<file path="config.mk">
export PLATFORM = sky130hd
export DESIGN_NAME = ro_entropy_collector
export DESIGN_NICKNAME = d
export VERILOG_FILES = /design/src/rtl/trng_pkg.sv /design/src/rtl/trng_rct.sv /design/src/rtl/ro_entropy_collector.sv
export SDC_FILE = /design/constraint.sdc
export NUM_CORES = 1
export LEC_CHECK = 0
export CORE_MARGIN = 4
export CORE_UTILIZATION = 35
export CTS_BUF_LIST = sky130_fd_sc_hd__clkbuf_16
export CTS_CLUSTER_DIAMETER = 150
export DETAILED_ROUTE_END_ITERATION = 12
export GPL_ROUTABILITY_DRIVEN = 0
export HOLD_SLACK_MARGIN = 0.02
export PLACE_DENSITY_LB_ADDON = 0.1
export SETUP_SLACK_MARGIN = 0.1
export SLEW_MARGIN = 10
export SYNTH_ARGS = -nofsm -noshare
export SYNTH_HDL_FRONTEND = slang
export SYNTH_SLANG_ARGS = --single-unit
</file>
<file path="constraint.sdc">
create_clock -name clk -period 5.1 [get_ports clk]
set_input_delay 1.53 -clock clk [delete_from_list [all_inputs] [get_ports clk]]
set_output_delay 1.53 -clock clk [all_outputs]
set_load 0.02 [all_outputs]
</file>
<file path="src/rtl/trng_pkg.sv">
// Shared definitions for the ring-oscillator entropy collector: FSM encoding and counter sizing.
package trng_pkg;

    typedef enum logic [1:0] {
        IDLE    = 2'd0,
        WARMUP  = 2'd1,
        COLLECT = 2'd2,
        ERROR   = 2'd3
    } state_e;

    // Width needed to hold values 0..n-1, never less than one bit.
    function automatic int cnt_w(input int n);
        return (n < 2) ? 1 : $clog2(n);
    endfunction

endpackage

</file>
<file path="src/rtl/trng_rct.sv">
// Repetition-count health test on the raw folded bit stream; trip is combinational
// so the collector can react in the same cycle the limit is reached.
module trng_rct
    import trng_pkg::*;
#(
    parameter int LIMIT = 32
) (
    input  logic clk,
    input  logic rst,
    input  logic clear,
    input  logic sample_en,
    input  logic bit_in,
    output logic trip
);

    localparam int RW = cnt_w(LIMIT + 1);
    localparam logic [RW-1:0] RUN_TRIP = RW'(LIMIT);

    logic [RW-1:0] run_q, run_d;
    logic          prev_q, prev_d;

    // run_q == 0 marks "no sample seen yet", so the first sample always starts a run of 1.
    always_comb begin
        run_d  = run_q;
        prev_d = prev_q;
        trip   = 1'b0;
        if (clear) begin
            run_d  = '0;
            prev_d = 1'b0;
        end else if (sample_en) begin
            prev_d = bit_in;
            if (run_q != '0 && bit_in == prev_q) begin
                run_d = run_q + 1'b1;
            end else begin
                run_d = RW'(1);
            end
            trip = (run_d == RUN_TRIP);
        end
    end

    always_ff @(posedge clk or posedge rst) begin
        if (rst) begin
            run_q  <= '0;
            prev_q <= 1'b0;
        end else begin
            run_q  <= run_d;
            prev_q <= prev_d;
        end
    end

endmodule

</file>
<file path="src/rtl/ro_entropy_collector.sv">
// Ring-oscillator TRNG consumer: warm-up, XOR fold, RCT health test, word packing, valid/ready output.
// Optional von Neumann debiasing is enabled by defining TRNG_VN_DEBIAS_EN.
module ro_entropy_collector
    import trng_pkg::*;
#(
    parameter int SIZE          = 8,
    parameter int WORD_W        = 32,
    parameter int WARMUP_CYCLES = 64,
    parameter int RCT_LIMIT     = 32
) (
    input  logic              clk,
    input  logic              rst,
    input  logic              enable,
    input  logic [SIZE-1:0]   raw_bits,
    output logic              ro_en,
    output logic [WORD_W-1:0] rnd_data,
    output logic              rnd_valid,
    input  logic              rnd_ready,
    output logic              health_fail,
    input  logic              clr_fail
);

    localparam int WCW = cnt_w(WARMUP_CYCLES);
    localparam int BCW = cnt_w(WORD_W + 1);
    localparam logic [WCW-1:0] WARM_LAST = WCW'(WARMUP_CYCLES - 1);
    localparam logic [BCW-1:0] WORD_FULL = BCW'(WORD_W);
    localparam logic [BCW-1:0] WORD_LAST = BCW'(WORD_W - 1);

    state_e            state_q, state_d;
    logic              ro_en_q, ro_en_d;
    logic [WORD_W-1:0] rnd_data_q, rnd_data_d;
    logic              rnd_valid_q, rnd_valid_d;
    logic              health_fail_q, health_fail_d;
    logic [WCW-1:0]    warm_q, warm_d;
    logic [BCW-1:0]    cnt_q, cnt_d;
    logic [WORD_W-1:0] sr_q, sr_d;
    logic [WORD_W-1:0] shifted;
    logic              fold, bit_vld, bit_val, rct_trip, can_load;

    assign fold = ^raw_bits;

    trng_rct #(.LIMIT(RCT_LIMIT)) u_rct (
        .clk       (clk),
        .rst       (rst),
        .clear     (state_q != COLLECT),
        .sample_en (state_q == COLLECT),
        .bit_in    (fold),
        .trip      (rct_trip)
    );

`ifdef TRNG_VN_DEBIAS_EN
    logic pair_q, pair_d, first_q, first_d;

    // Pair flag toggles every live COLLECT cycle; anything that leaves COLLECT resets pairing.
    always_comb begin
        pair_d  = 1'b0;
        first_d = 1'b0;
        bit_vld = 1'b0;
        bit_val = first_q;
        if (state_q == COLLECT && enable && !rct_trip) begin
            pair_d  = ~pair_q;
            first_d = first_q;
            if (!pair_q) begin
                first_d = fold;
            end else begin
                bit_vld = (fold != first_q);
            end
        end
    end

    always_ff @(posedge clk or posedge rst) begin
        if (rst) begin
            pair_q  <= 1'b0;
            first_q <= 1'b0;
        end else begin
            pair_q  <= pair_d;
            first_q <= first_d;
        end
    end
`else
    assign bit_vld = 1'b1;
    assign bit_val = fold;
`endif

    assign can_load = !rnd_valid_q || rnd_ready;
    assign shifted  = {bit_val, sr_q[WORD_W-1:1]};

    always_comb begin
        state_d       = state_q;
        ro_en_d       = ro_en_q;
        rnd_data_d    = rnd_data_q;
        rnd_valid_d   = rnd_valid_q;
        health_fail_d = health_fail_q;
        warm_d        = warm_q;
        cnt_d         = cnt_q;
        sr_d          = sr_q;
        if (rnd_valid_q && rnd_ready) begin
            rnd_valid_d = 1'b0;
        end
        case (state_q)
            IDLE: begin
                if (enable) begin
                    state_d = WARMUP;
                    ro_en_d = 1'b1;
                    warm_d  = '0;
                end
            end
            WARMUP: begin
                if (!enable) begin
                    state_d = IDLE;
                    ro_en_d = 1'b0;
                end else if (warm_q == WARM_LAST) begin
                    state_d = COLLECT;
                    cnt_d   = '0;
                    sr_d    = '0;
                end else begin
                    warm_d = warm_q + 1'b1;
                end
            end
            COLLECT: begin
                if (rct_trip) begin
                    state_d       = ERROR;
                    health_fail_d = 1'b1;
                    ro_en_d       = 1'b0;
                    rnd_valid_d   = 1'b0;
                    sr_d          = '0;
                    cnt_d         = '0;
                end else if (!enable) begin
                    state_d = IDLE;
                    ro_en_d = 1'b0;
                    sr_d    = '0;
                    cnt_d   = '0;
                end else if (cnt_q == WORD_FULL) begin
                    // Held full word: bits arriving while blocked are dropped.
                    if (can_load) begin
                        rnd_data_d  = sr_q;
                        rnd_valid_d = 1'b1;
                        sr_d        = bit_vld ? {bit_val, {(WORD_W-1){1'b0}}} : '0;
                        cnt_d       = bit_vld ? BCW'(1) : '0;
                    end
                end else if (bit_vld) begin
                    if (cnt_q == WORD_LAST && can_load) begin
                        rnd_data_d  = shifted;
                        rnd_valid_d = 1'b1;
                        sr_d        = '0;
                        cnt_d       = '0;
                    end else begin
                        sr_d  = shifted;
                        cnt_d = cnt_q + 1'b1;
                    end
                end
            end
            ERROR: begin
                ro_en_d = 1'b0;
                if (clr_fail) begin
                    state_d       = IDLE;
                    health_fail_d = 1'b0;
                end
            end
            default: state_d = IDLE;
        endcase
    end

    always_ff @(posedge clk or posedge rst) begin
        if (rst) begin
            state_q       <= IDLE;
            ro_en_q       <= 1'b0;
            rnd_data_q    <= '0;
            rnd_valid_q   <= 1'b0;
            health_fail_q <= 1'b0;
            warm_q        <= '0;
            cnt_q         <= '0;
            sr_q          <= '0;
        end else begin
            state_q       <= state_d;
            ro_en_q       <= ro_en_d;
            rnd_data_q    <= rnd_data_d;
            rnd_valid_q   <= rnd_valid_d;
            health_fail_q <= health_fail_d;
            warm_q        <= warm_d;
            cnt_q         <= cnt_d;
            sr_q          <= sr_d;
        end
    end

    assign ro_en       = ro_en_q;
    assign rnd_data    = rnd_data_q;
    assign rnd_valid   = rnd_valid_q;
    assign health_fail = health_fail_q;

endmodule

</file>
### Word-level counts from Yosys, hierarchy flattened

Cells that the tools add are included.

* word-level logic and storage cells: 104
* bits in registers: 88
* output and inout port bits: 35
* bits of input ports: 13

* equal/unequal tests: 19
* reductions and logical operators: 18
* bitwise logic cells: 1
* $add $sub $neg: 3
* multiplexer cells: 53

Operators by type and width (count)
* $mux W32: 10
* $mux W6: 15
* $pmux W32 S2: 1
* $pmux W6 S2: 2
* $add A6 B1 Y6 const B: 3
* $eq A6 B6 Y1 const B: 3
* $mux W1: 16
* $ne A2 B2 Y1 const B: 8
* $mux W2: 6
* $reduce_and A4 Y1: 3
* $reduce_bool A2 Y1: 5
* $pmux W2 S4: 1
* $reduce_xor A8 Y1: 1
* $eq A6 B5 Y1 const B: 1
* $ne A3 B3 Y1 const B: 2
* $reduce_bool A6 Y1: 1
* $ne A5 B5 Y1 const B: 1
* $reduce_and A5 Y1: 1
* $eq A2 B2 Y1 const B: 2
* $pmux W1 S4: 1
* $logic_and A1 B1 Y1: 3
* $reduce_and A3 Y1: 1
* $eq A2 B1 Y1 const B: 1
* $logic_not A2 Y1: 1
* other kinds (5): 5

### Longest topological paths before layout

Gate-level depths: netlist of the first run.

* depth after elaboration: 11
* gate-level depth with buffers: 10
* gate-level depth less buffers: 8

### Hierarchy

A second synthesis of the first run with hierarchy kept.

* cell total of the unflattened synthesis: 376
* area, all modules: 4073.9 µm²

Modules (own cells, without submodules)
* ro_entropy_collector: seq. area each 2026.9 µm², cells an instance 325, area an instance 3626.0 µm², times used 1
* trng_rct: seq. area each 175.2 µm², cells an instance 51, area an instance 447.9 µm², times used 1

### Worst setup path after synthesis of the first run

OpenSTA, ideal clock, no wires.

* kind: input-to-reg
* start: input raw_bits[2]
* end: register sr_q[22]
* path slack: 1.542 ns
* required time: 4.979 ns
* setup time: 0.121 ns
* data arrival time: 3.437 ns
* path buffers: 3
* cell stages on the path: 9
* path through: xnor2_1 -> xnor2_1 -> xor3_2 -> nor4_1 -> buf_2 -> o21ai_1 -> buf_2 -> buf_2 -> a22o_1

* cells in the longest elaborated chain, start to end: 11
* elaborated cells on any way between the ends: 13
* those cells by class: eq/ne (3); mux (7); reduce/logical (3)

Ends and longest elaborated chain
* from (decl): line ro_entropy_collector.sv:14 `input logic [SIZE-1:0] raw_bits,`
* $reduce_xor A8 Y1 *: line ro_entropy_collector.sv:40 `assign fold = ^raw_bits;`
* $eq A1 B1 Y1 *: line trng_rct.sv:32 `if (run_q != '0 && bit_in == prev_q) begin`
* $logic_and A1 B1 Y1 *: line trng_rct.sv:32
* $mux W6 *: line trng_rct.sv:32
* $mux W6 *: line trng_rct.sv:30 `end else if (sample_en) begin`
* $mux W6 *: line trng_rct.sv:27 `if (clear) begin`
* $eq A6 B6 Y1 *: line trng_rct.sv:37 `trip = (run_d == RUN_TRIP);`
* $mux W1 *: line trng_rct.sv:30
* $mux W1 *: line trng_rct.sv:27
* $ne A5 B5 Y1 (no line) or $mux W32 (tied branches)
* $reduce_and A4 Y1 (no line) or $pmux W32 S2 (tied branches)
* to (signal assigned): line ro_entropy_collector.sv:182 `sr_q <= sr_d;`
* to (decl): line ro_entropy_collector.sv:36 `logic [WORD_W-1:0] sr_q, sr_d;`

Every way passes the cells marked *; elsewhere a longest branch is shown, timed or not. The select of a mux whose other input is x is not followed.
A chain may end at the register's enable or synchronous reset.

### Worst setup path in the final report of the first run

* start: input raw_bits[2]
* end: register rnd_data_q[18] (netlist: rnd_data[18])

* cells in the longest elaborated chain, start to end: 11

Ends and longest elaborated chain
* $reduce_xor A8 Y1: line ro_entropy_collector.sv:40
* $eq A1 B1 Y1: line trng_rct.sv:32
* $logic_and A1 B1 Y1: line trng_rct.sv:32
* $mux W6: line trng_rct.sv:32
* $mux W6: line trng_rct.sv:30
* $mux W6: line trng_rct.sv:27
* $eq A6 B6 Y1: line trng_rct.sv:37
* $mux W1: line trng_rct.sv:30
* $mux W1: line trng_rct.sv:27
* $not A1 Y1 (no line)
* $reduce_and A5 Y1 (no line)
* to (signal assigned): line ro_entropy_collector.sv:177 `rnd_data_q <= rnd_data_d;`
* to (decl): line ro_entropy_collector.sv:31 `logic [WORD_W-1:0] rnd_data_q, rnd_data_d;`

Every way passes these cells. The select of a mux whose other input is x is not followed.

==> results of run 1 <==
per-layer routing:
metal | global-route usage [%] | up-vias | wire length, um
met5 | 0 | - | 0
met4 | 4.396 | 0 | 104
met3 | 3.700 | 9 | 273
met2 | 18.83 | 48 | 3682
met1 | 17.79 | 1354 | 4314
li1 | - | 1317 | -
layout make-up:
class / instances / area (um^2) / share of cell area, %
Clock inverter: 7 / 71.32 / 1.381
Tap cell: 143 / 178.9 / 3.464
Inverter: 10 / 38.79 / 0.7510
Multi-Input combinational cell: 218 / 1911 / 36.99
Clock buffer: 9 / 225.2 / 4.360
Timing Repair Buffer: 56 / 538.0 / 10.42
Sequential cell: 88 / 2202 / 42.64
per-stage QoR:
step	std cells	setup WS (ns)	utilization [%]	area (um^2)	power, mW
floorplan	336	1.291	-	4240	0.7639
global placement	515	0.9298	41.92	4868	0.7915
detailed placement	515	0.9137	41.92	4868	0.7920
CTS	531	1.280	44.47	5165	1.467
global route	531	1.158	44.47	5165	1.500
finish	531	1.282	44.47	5165	1.439
cell usage in the layout, fill, tap and decap left out, types with 3 or more instances in the layout:
cell type / n
o22ai_1: 3
dfrtp_1: 88
nand2_1: 21
clkdlybuf4s50_1: 47
o21a_1: 4
nor4_1: 3
clkbuf_16: 9
xnor2_1: 8
nand3_1: 9
inv_1: 9
nor2_1: 14
xor2_1: 4
nor3_1: 5
a22o_1: 33
mux2_4: 30
o21ai_0: 11
ha_1: 5
a21oi_1: 4
buf_4: 9
mux2_2: 35
nor2b_1: 3
worst max-delay path by stage:
stage | start | endpoint | slack, ns
after global routing | raw_bits[1] | cnt_q[3]$_DFFE_PP0P_ | 1.16
after floorplan | rst | cnt_q[0]$_DFFE_PP0P_ | 1.29
after CTS | raw_bits[2] | rnd_data[18]$_DFFE_PP0P_ | 1.28
final | raw_bits[2] | rnd_data[18]$_DFFE_PP0P_ | 1.28
after global placement | raw_bits[2] | rnd_data[24]$_DFFE_PP0P_ | 0.93
after detailed placement | raw_bits[2] | rnd_data[23]$_DFFE_PP0P_ | 0.91
power breakdown:
group,internal [mW],switching [mW]
registers,0.703,0.00567
logic,0.0290,0.0394
clock network,0.380,0.282
total,1.11,0.327
registers in the layout (all words and copies together), names as in the netlist:
name          cells
u_rct.run_q       6
state_q           2
cnt_q             6
health_fail       1
warm_q            6
u_rct.prev_q      1
rnd_data         32
ro_en             1
sr_q             32
rnd_valid         1
cell families (layout without fill, tap and decap cells):
| family | Yosys count | after routing |
|---|---|---|
| fa+ha+maj | 5 | 5 |
| xor+xnor | 13 | 13 |
| flops | 88 | 88 |
| compound gates | 66 | 66 |
| mux | 65 | 65 |
| buf+inv | 30 | 82 |
| simple gates | 69 | 69 |
==> results.py, run 1 <==
metrics = {
    "status": {
        "status": "complete, no violations",
    },
    "worst_setup_path": {
        "crit_path_start_kind": "primary input",
        "arrival_ns": 4.04,
        "timing.rr.start": "cnt_q[0]$_DFFE_PP0P_",
        "slowest_stage": "or4_2",
        "critical_path_class": "primary input to register",
        "max_stage_delay_ns": 0.68,
        "crit_family": "XOR/XNOR gates",
        "path_cells": "clkdlybuf4s50_1 > xnor2_1 > xnor2_1 > xor3_2 > nor4_2 > or4_2 > buf_4 > mux2_4",
        "critPathCaptureType": "register",
        "reg2regPathDepth": 9,
        "crit_fanout": 18,
        "path_depth": 8,
        "cpMostUsedCell": "xnor2_1",
        "path_buf_inv": 2,
        "reg2reg_slack_ns": 2.52,
        "rr_endpoint": "rnd_data[18]$_DFFE_PP0P_",
        "required_ns": 5.32,
    },
    "floorplan": {
        "io_pins": 48,
        "die_area_um2": 13940,
        "rows": 39,
        "die_w_um": 118.1,
        "coreArea_um2": 11610,
        "start_util_pct": 36.51,
        "die_h_um": 118.1,
    },
    "detailed_routing": {
        "via_count": 2728,
        "antenna_left": 0,
        "viasPerCell": 5.137,
        "totalWireLength_um": 8375,
        "dr.pass1.iters": 4,
        "wl_per_cell_um": 15.77,
        "drc": 0,
        "drtIter0Drc": 108,
    },
    "layout": {
        "antenna-diode-count": 0,
        "n_fill_cell": 1077,
        "drive_gt1_share_pct": 25.52,
        "area_growth_syn_to_layout_pct": 21.81,
        "fin_nets": 401,
    },
    "pwr": {
        "max-vdd-ir-drop_uv": 149.9,
        "p_leak_nw": 2.432,
        "p_per_area_nw_per_um2": 278.5,
    },
    "sta": {
        "hold_viol": 0,
        "finalSetupViolCount": 0,
        "whs_ns": 0.5087,
        "rsz0062_at_grt": "no",
        "min_period_ns": 3.818,
        "clock_skew_ns": 0.005635,
        "setup_tns_ns": 0,
        "fin_crit_sh_pct": 74.86,
        "slew_headroom_pct": 33.68,
        "worst_pin_slew_ns": 0.9810,
        "fmax_mhz": 261.9,
        "slew_violations": 0,
    },
    "cts": {
        "post-cts-setup-buffer-count": 0,
        "root_buffer": "clkbuf_16",
        "path_clk_slew_ns": 0.06,
        "clockBufferDepth": 2,
        "clock_latency_ns": 0.34,
        "cts_hold_buf": 0,
        "cts_resized": 0,
        "cts_tree": "built",
        "numCtsBuffers": 9,
        "cts_num_sinks": 88,
        "h-tree-depth": 3,
    },
    "synthesis": {
        "syn_area_per_cell_um2": 12.62,
        "ys.flop_type": "dfrtp_1",
        "ys_ff_latch": 88,
        "synth_fp_nets": 354,
        "synth_most_common_cell": "dfrtp_1",
        "synth_top_area_share_pct": 51.93,
        "ys_types": 42,
        "synthMuxAreaShare_pct": 19.92,
        "synthCells": 336,
        "synth_common_cells": "dfrtp_1, mux2_2, a22o_1",
        "synth-edff-count": 0,
        "synthXorXnorAreaFrac_pct": 3.069,
        "synth-simple-area-share_pct": 8.262,
        "synth_fa_ha_area_share_pct": 1.475,
        "synth_compound_area_share_pct": 11.92,
        "synth_top_family_by_area": "multiplexers",
        "ys_async_sr_fraction_pct": 100.0,
        "ys_seq_area_share_pct": 51.93,
        "yosys_warnings": 0,
        "syn_area_um2": 4240,
        "synth_largest_area_cell": "dfrtp_1",
        "yosys-top-cells-area": "dfrtp_1, mux2_4, mux2_2",
    },
    "worst_hold_path": {
        "holdCritStartpoint": "sr_q[0]$_DFFE_PP0P_",
        "min_to": "sr_q[0]$_DFFE_PP0P_",
        "hp-class": "register to register",
        "hold_depth": 1,
    },
    "grt": {
        "grt_max_degree": 51,
        "grt.overflow.total": 0,
        "grt_pass1_wl_um": 14570,
        "grt_use_total_pct": 12.73,
        "grt_pass1_vias": 2849,
        "antenna_found_initial": 0,
    },
    "run": {
        "drv_cap": 0,
    },
    "placed_design": {
        "dp_hpwl_um": 5277,
        "port_buffers": 47,
    },
}
Note: power is estimated with default switching activity, not from simulation.
==> inputs of run 2 (changes only) <==
clock period = 3.8 ns   (was 5.1 ns; I/O delays follow)
==> run 2 against run 1 <==
Critical path depth rose by 1; non-clock buffer count rose by 9; hold slack got worse by 0.0017 ns; register-to-register slack got worse by 1.4 ns; cell area rose by 2.2%; critical endpoint is now sr_q[16]$_DFFE_PP0P_; largest power group unchanged; highest routed layer unchanged.
==> results.py, run 2 (synthesized netlist as in run 1, its figures left out) <==
metrics = {
    "worst_setup_path": {
        "crit_family": "simple AND/OR/NAND/NOR gates",
        "max_stage_delay_ns": 0.86,
        "reg2regPathDepth": 9,
        "path_cells": "clkdlybuf4s50_1 > xnor2_1 > xnor2_1 > xor3_2 > nor4_2 > buf_4 > nor4_4 > buf_12 > a22o_1",
        "critical_path_class": "primary input to register",
        "critPathCaptureType": "register",
        "slowest_stage": "nor4_4",
        "reg2reg_slack_ns": 1.16,
        "required_ns": 4.07,
        "rr_endpoint": "sr_q[16]$_DFFE_PP0P_",
        "crit_path_start_kind": "primary input",
        "timing.rr.start": "u_rct.run_q[0]$_DFF_PP0_",
        "cpMostUsedCell": "xnor2_1",
        "arrival_ns": 3.73,
        "crit_fanout": 19,
        "path_buf_inv": 3,
    },
    "layout": {
        "area_growth_syn_to_layout_pct": 24.49,
        "n_fill_cell": 1069,
        "final_cell_mix": "dfrtp_1, clkdlybuf4s50_1, mux2_2",
        "final_common_cell": "dfrtp_1",
        "drive_gt1_share_pct": 26.45,
        "antenna-diode-count": 0,
        "fin_nets": 410,
        "stdcell_count": 540,
    },
    "worst_hold_path": {
        "hold_depth": 1,
        "min_to": "rnd_data[3]$_DFFE_PP0P_",
        "hp-class": "register to register",
        "holdCritStartpoint": "rnd_data[3]$_DFFE_PP0P_",
    },
    "pwr": {
        "max-vdd-ir-drop_uv": 242.4,
        "p_leak_nw": 2.512,
        "p_per_area_nw_per_um2": 372.8,
        "fin_total_pwr_mw": 1.968,
    },
    "cts": {
        "numCtsBuffers": 9,
        "cts_resized": 0,
        "clockBufferDepth": 2,
        "h-tree-depth": 3,
        "cts_hold_buf": 0,
        "clock_latency_ns": 0.34,
        "root_buffer": "clkbuf_16",
        "cts_tree": "built",
        "cts_num_sinks": 88,
        "post-cts-setup-buffer-count": 0,
        "path_clk_slew_ns": 0.06,
    },
    "placed_design": {
        "dp.cells": 524,
        "port_buffers": 47,
        "dp_hpwl_um": 5476,
    },
    "detailed_routing": {
        "route.met3.wl_um": 285,
        "dr.pass1.iters": 6,
        "totalWireLength_um": 8332,
        "met1_length_um": 4247,
        "drc": 0,
        "wl_per_cell_um": 15.43,
        "topRoutingLayerUsed": "met4",
        "antenna_left": 0,
        "wl_met2_um": 3704,
        "drtIter0Drc": 107,
        "viasPerCell": 4.994,
        "via_count": 2697,
    },
    "sta": {
        "min_period_ns": 3.462,
        "hold_viol": 0,
        "fin_crit_sh_pct": 91.11,
        "fmax_mhz": 288.8,
        "slew_headroom_pct": 33.49,
        "finalSetupViolCount": 0,
        "clock_skew_ns": 0.005954,
        "rsz0062_at_grt": "no",
        "slew_violations": 0,
        "worst_pin_slew_ns": 0.9903,
    },
    "floorplan": {
        "die_w_um": 118.1,
        "die_area_um2": 13940,
        "io_pins": 48,
        "die_h_um": 118.1,
        "coreArea_um2": 11610,
        "rows": 39,
        "start_util_pct": 36.51,
    },
    "grt": {
        "grt_pass1_vias": 2776,
        "grt_pass1_wl_um": 14280,
        "grt_max_degree": 44,
        "grt_use_total_pct": 12.56,
        "grt.overflow.total": 0,
        "antenna_found_initial": 0,
    },
    "status": {
        "status": "complete, no violations",
    },
    "run": {
        "drv_cap": 0,
    },
}
## run 2: metal layers
layer  vias to the layer above  track usage, %
li1                       1324               -
met1                      1313           17.70
met2                        52           18.44
met3                         8           4.133
met4                         0           3.516
met5                         -               0
## run 2: cell type report
class,instances,area [um^2],area share (%)
clock inverters,7,80.08,1.517
inverters,10,38.79,0.7348
multi-input cells,218,1911,36.19
flip-flops and latches,88,2202,41.72
repair buffers,65,643.1,12.18
well taps,143,178.9,3.389
clock buffers,9,225.2,4.266
## run 2: worst max-delay path by stage
stage                           endpoint  cells after the start        start  slack (ns)
finish              sr_q[16]$_DFFE_PP0P_                      9  raw_bits[3]        0.34
floorplan           cnt_q[0]$_DFFE_PP0P_                      1          rst        0.38
global route        sr_q[23]$_DFFE_PP0P_                      9  raw_bits[1]        0.23
global placement    sr_q[27]$_DFFE_PP0P_                      9  raw_bits[3]        0.07
detailed placement  sr_q[31]$_DFFE_PP0P_                     10  raw_bits[3]      -0.002
CTS                 sr_q[31]$_DFFE_PP0P_                     10  raw_bits[3]        0.34
## run 2: worst register-to-register path, stage by stage (launching register included)
cell and delay, ns:
dfrtp_1 0.46, ha_1 0.27, nand3_1 0.11, xor2_1 0.17
nand2_1 0.09, nor4_2 0.06, buf_4 0.15, nor4_4 0.86
buf_12 0.25, a22o_1 0.14
## run 2: power breakdown
group          switching (mW)  internal, mW  leakage [nW]
Clock                   0.345         0.565         0.161
Sequential            0.00819         0.944          1.22
Combinational          0.0541        0.0511          1.13
Total                   0.407          1.56          2.51
## run 2: per-stage QoR
stage                     instance area, um^2  setup slack, ns  utilization, %  hold WS [ns]  setup TNS (ns)
final                                    5279           0.3378           45.45        0.5071               0
after global routing                     5279           0.2350           45.45        0.5264               0
after CTS                                5279           0.3387           45.45        0.5147               0
after detailed placement                 4974        -0.001504           42.82        0.4923       -0.001504
after global placement                   4974          0.06938           42.82        0.4951               0
after floorplan                          4240           0.3814               -        0.4674               0
==> inputs of run 3 (changes only) <==
SETUP_SLACK_MARGIN = 0.4   (was 0.1)
==> run 3 against run 2 <==
Combinational power grew 5%; register-to-register slack better by 0.12 ns; largest power group unchanged; clock skew is essentially flat; flip-flop and latch count stayed put; global-route usage rose by 0.59 points; hold slack lost 0.0035 ns; utilization up 1.1 points; sequential power barely moved; setup slack improved by 0.10 ns; non-clock buffer count rose by 5; critical endpoint is now rnd_data[11]$_DFFE_PP0P_; clock-buffer cell count unchanged; critical path depth unchanged.
==> results.py, run 3 (synthesized netlist as in run 1, its figures left out) <==
metrics = {
    "worst_setup_path": {
        "required_ns": 4.01,
        "reg2reg_slack_ns": 1.28,
        "rr_endpoint": "rnd_data[11]$_DFFE_PP0P_",
        "critical_path_class": "primary input to register",
        "arrival_ns": 3.57,
        "critPathCaptureType": "register",
        "timing.rr.start": "u_rct.run_q[0]$_DFF_PP0_",
        "crit_path_start_kind": "primary input",
        "crit_fanout": 6,
        "reg2regPathDepth": 9,
    },
    "worst_hold_path": {
        "min_to": "sr_q[0]$_DFFE_PP0P_",
        "hp-class": "register to register",
        "holdCritStartpoint": "sr_q[0]$_DFFE_PP0P_",
        "hold_depth": 1,
    },
    "floorplan": {
        "die_h_um": 118.1,
        "io_pins": 48,
        "rows": 39,
        "start_util_pct": 36.51,
        "die_area_um2": 13940,
        "coreArea_um2": 11610,
        "die_w_um": 118.1,
    },
    "cts": {
        "path_clk_slew_ns": 0.06,
        "root_buffer": "clkbuf_16",
        "h-tree-depth": 3,
        "clockBufferDepth": 2,
        "post-cts-setup-buffer-count": 0,
        "cts_tree": "built",
        "cts_hold_buf": 0,
        "clock_latency_ns": 0.33,
        "numCtsBuffers": 9,
        "cts_num_sinks": 88,
    },
    "pwr": {
        "p_leak_nw": 2.571,
        "p_per_area_nw_per_um2": 365.4,
        "max-vdd-ir-drop_uv": 198.5,
        "fin_total_pwr_mw": 1.974,
    },
    "sta": {
        "fin_crit_sh_pct": 88.41,
        "worst_pin_slew_ns": 0.8728,
        "slew_headroom_pct": 41.69,
        "slew_violations": 0,
        "hold_viol": 0,
        "setup_tns_ns": 0,
        "clock_skew_ns": 0.005922,
        "rsz0062_at_grt": "no",
        "finalSetupViolCount": 0,
        "min_period_ns": 3.360,
        "fmax_mhz": 297.7,
        "whs_ns": 0.5036,
    },
    "layout": {
        "n_fill_cell": 1072,
        "drive_gt1_share_pct": 28.25,
        "fin_nets": 415,
        "final_common_cell": "dfrtp_1",
        "stdcell_count": 543,
        "area_growth_syn_to_layout_pct": 27.41,
        "final_cell_mix": "dfrtp_1, clkdlybuf4s50_1, mux2_2",
        "antenna-diode-count": 0,
    },
    "detailed_routing": {
        "totalWireLength_um": 8845,
        "antenna_left": 0,
        "viasPerCell": 5.090,
        "drtIter0Drc": 146,
        "via_count": 2764,
        "dr.pass1.iters": 4,
        "wl_per_cell_um": 16.29,
        "drc": 0,
    },
    "placed_design": {
        "dp.cells": 527,
        "port_buffers": 47,
        "dp_hpwl_um": 5657,
    },
    "grt": {
        "grt_pass1_wl_um": 14880,
        "grt_pass1_vias": 2776,
        "grt_use_total_pct": 13.15,
        "grt.overflow.total": 0,
        "grt_max_degree": 38,
        "antenna_found_initial": 0,
    },
    "run": {
        "drv_cap": 0,
    },
    "status": {
        "status": "complete, no violations",
    },
}
[run 3: worst max-delay path by stage]
stage                      from                  endpoint
floorplan           raw_bits[2]      sr_q[22]$_DFFE_PP0P_
CTS                 raw_bits[1]      sr_q[22]$_DFFE_PP0P_
finish              raw_bits[1]  rnd_data[11]$_DFFE_PP0P_
global route        raw_bits[1]  rnd_data[25]$_DFFE_PP0P_
global placement    raw_bits[3]  rnd_data[18]$_DFFE_PP0P_
detailed placement  raw_bits[3]  rnd_data[30]$_DFFE_PP0P_
[run 3: worst max-delay path: stages]
cell and delay (ns):
clkdlybuf4s50_1 0.46, xnor2_2 0.17, xnor2_2 0.15, xor3_2 0.33, nor4_2 0.06, buf_4 0.14, or4_4 0.63, clkbuf_16 0.21
mux2_4 0.29
[run 3: layer usage]
| layer | part of all wire [%] | wire length, um | GRT usage (%) | vias up |
|---|---|---|---|---|
| met5 | 0 | 0 | 0 | - |
| met3 | 2.4 | 210 | 3.940 | 4 |
| met2 | 46 | 4036 | 19.08 | 45 |
| met1 | 51 | 4548 | 19.31 | 1360 |
| li1 | - | - | - | 1355 |
| met4 | 0.57 | 50 | 2.857 | 0 |
[run 3: through the flow]
| step | worst slack, ns | util (%) | instance area [um^2] |
|---|---|---|---|
| 5_1_grt | 0.3824 | 46.52 | 5403 |
| 6_report | 0.4405 | 46.52 | 5403 |
| 3_3_place_gp | 0.01333 | 42.99 | 4992 |
| 4_1_cts | 0.4132 | 45.86 | 5326 |
| 3_5_place_dp | -0.01293 | 42.99 | 4992 |
| 2_1_floorplan | 0.6320 | - | 4244 |
[run 3: power by group]
part | total [mW] | internal (mW) | switching (mW)
sequential | 0.952 | 0.944 | 0.00737
combinational | 0.110 | 0.0542 | 0.0554
clock | 0.913 | 0.564 | 0.349
[run 3: cell type report]
cell class | count | area, um^2 | area share (%)
sequential | 88 | 2202 | 40.76
multi-input combinational | 218 | 1943 | 35.97
timing repair buffer | 70 | 737.0 | 13.64
clock buffer | 9 | 225.2 | 4.169
tap | 143 | 178.9 | 3.312
clock inverter | 5 | 75.07 | 1.390
inverter | 10 | 41.29 | 0.7642
[run 3: what timing repair did]
action	CTS	global route
gates cloned	1	1
endpoints found under the hold margin	0	0
gates resized for setup	3	9
setup endpoints to repair	32	46
pin swaps	1	2
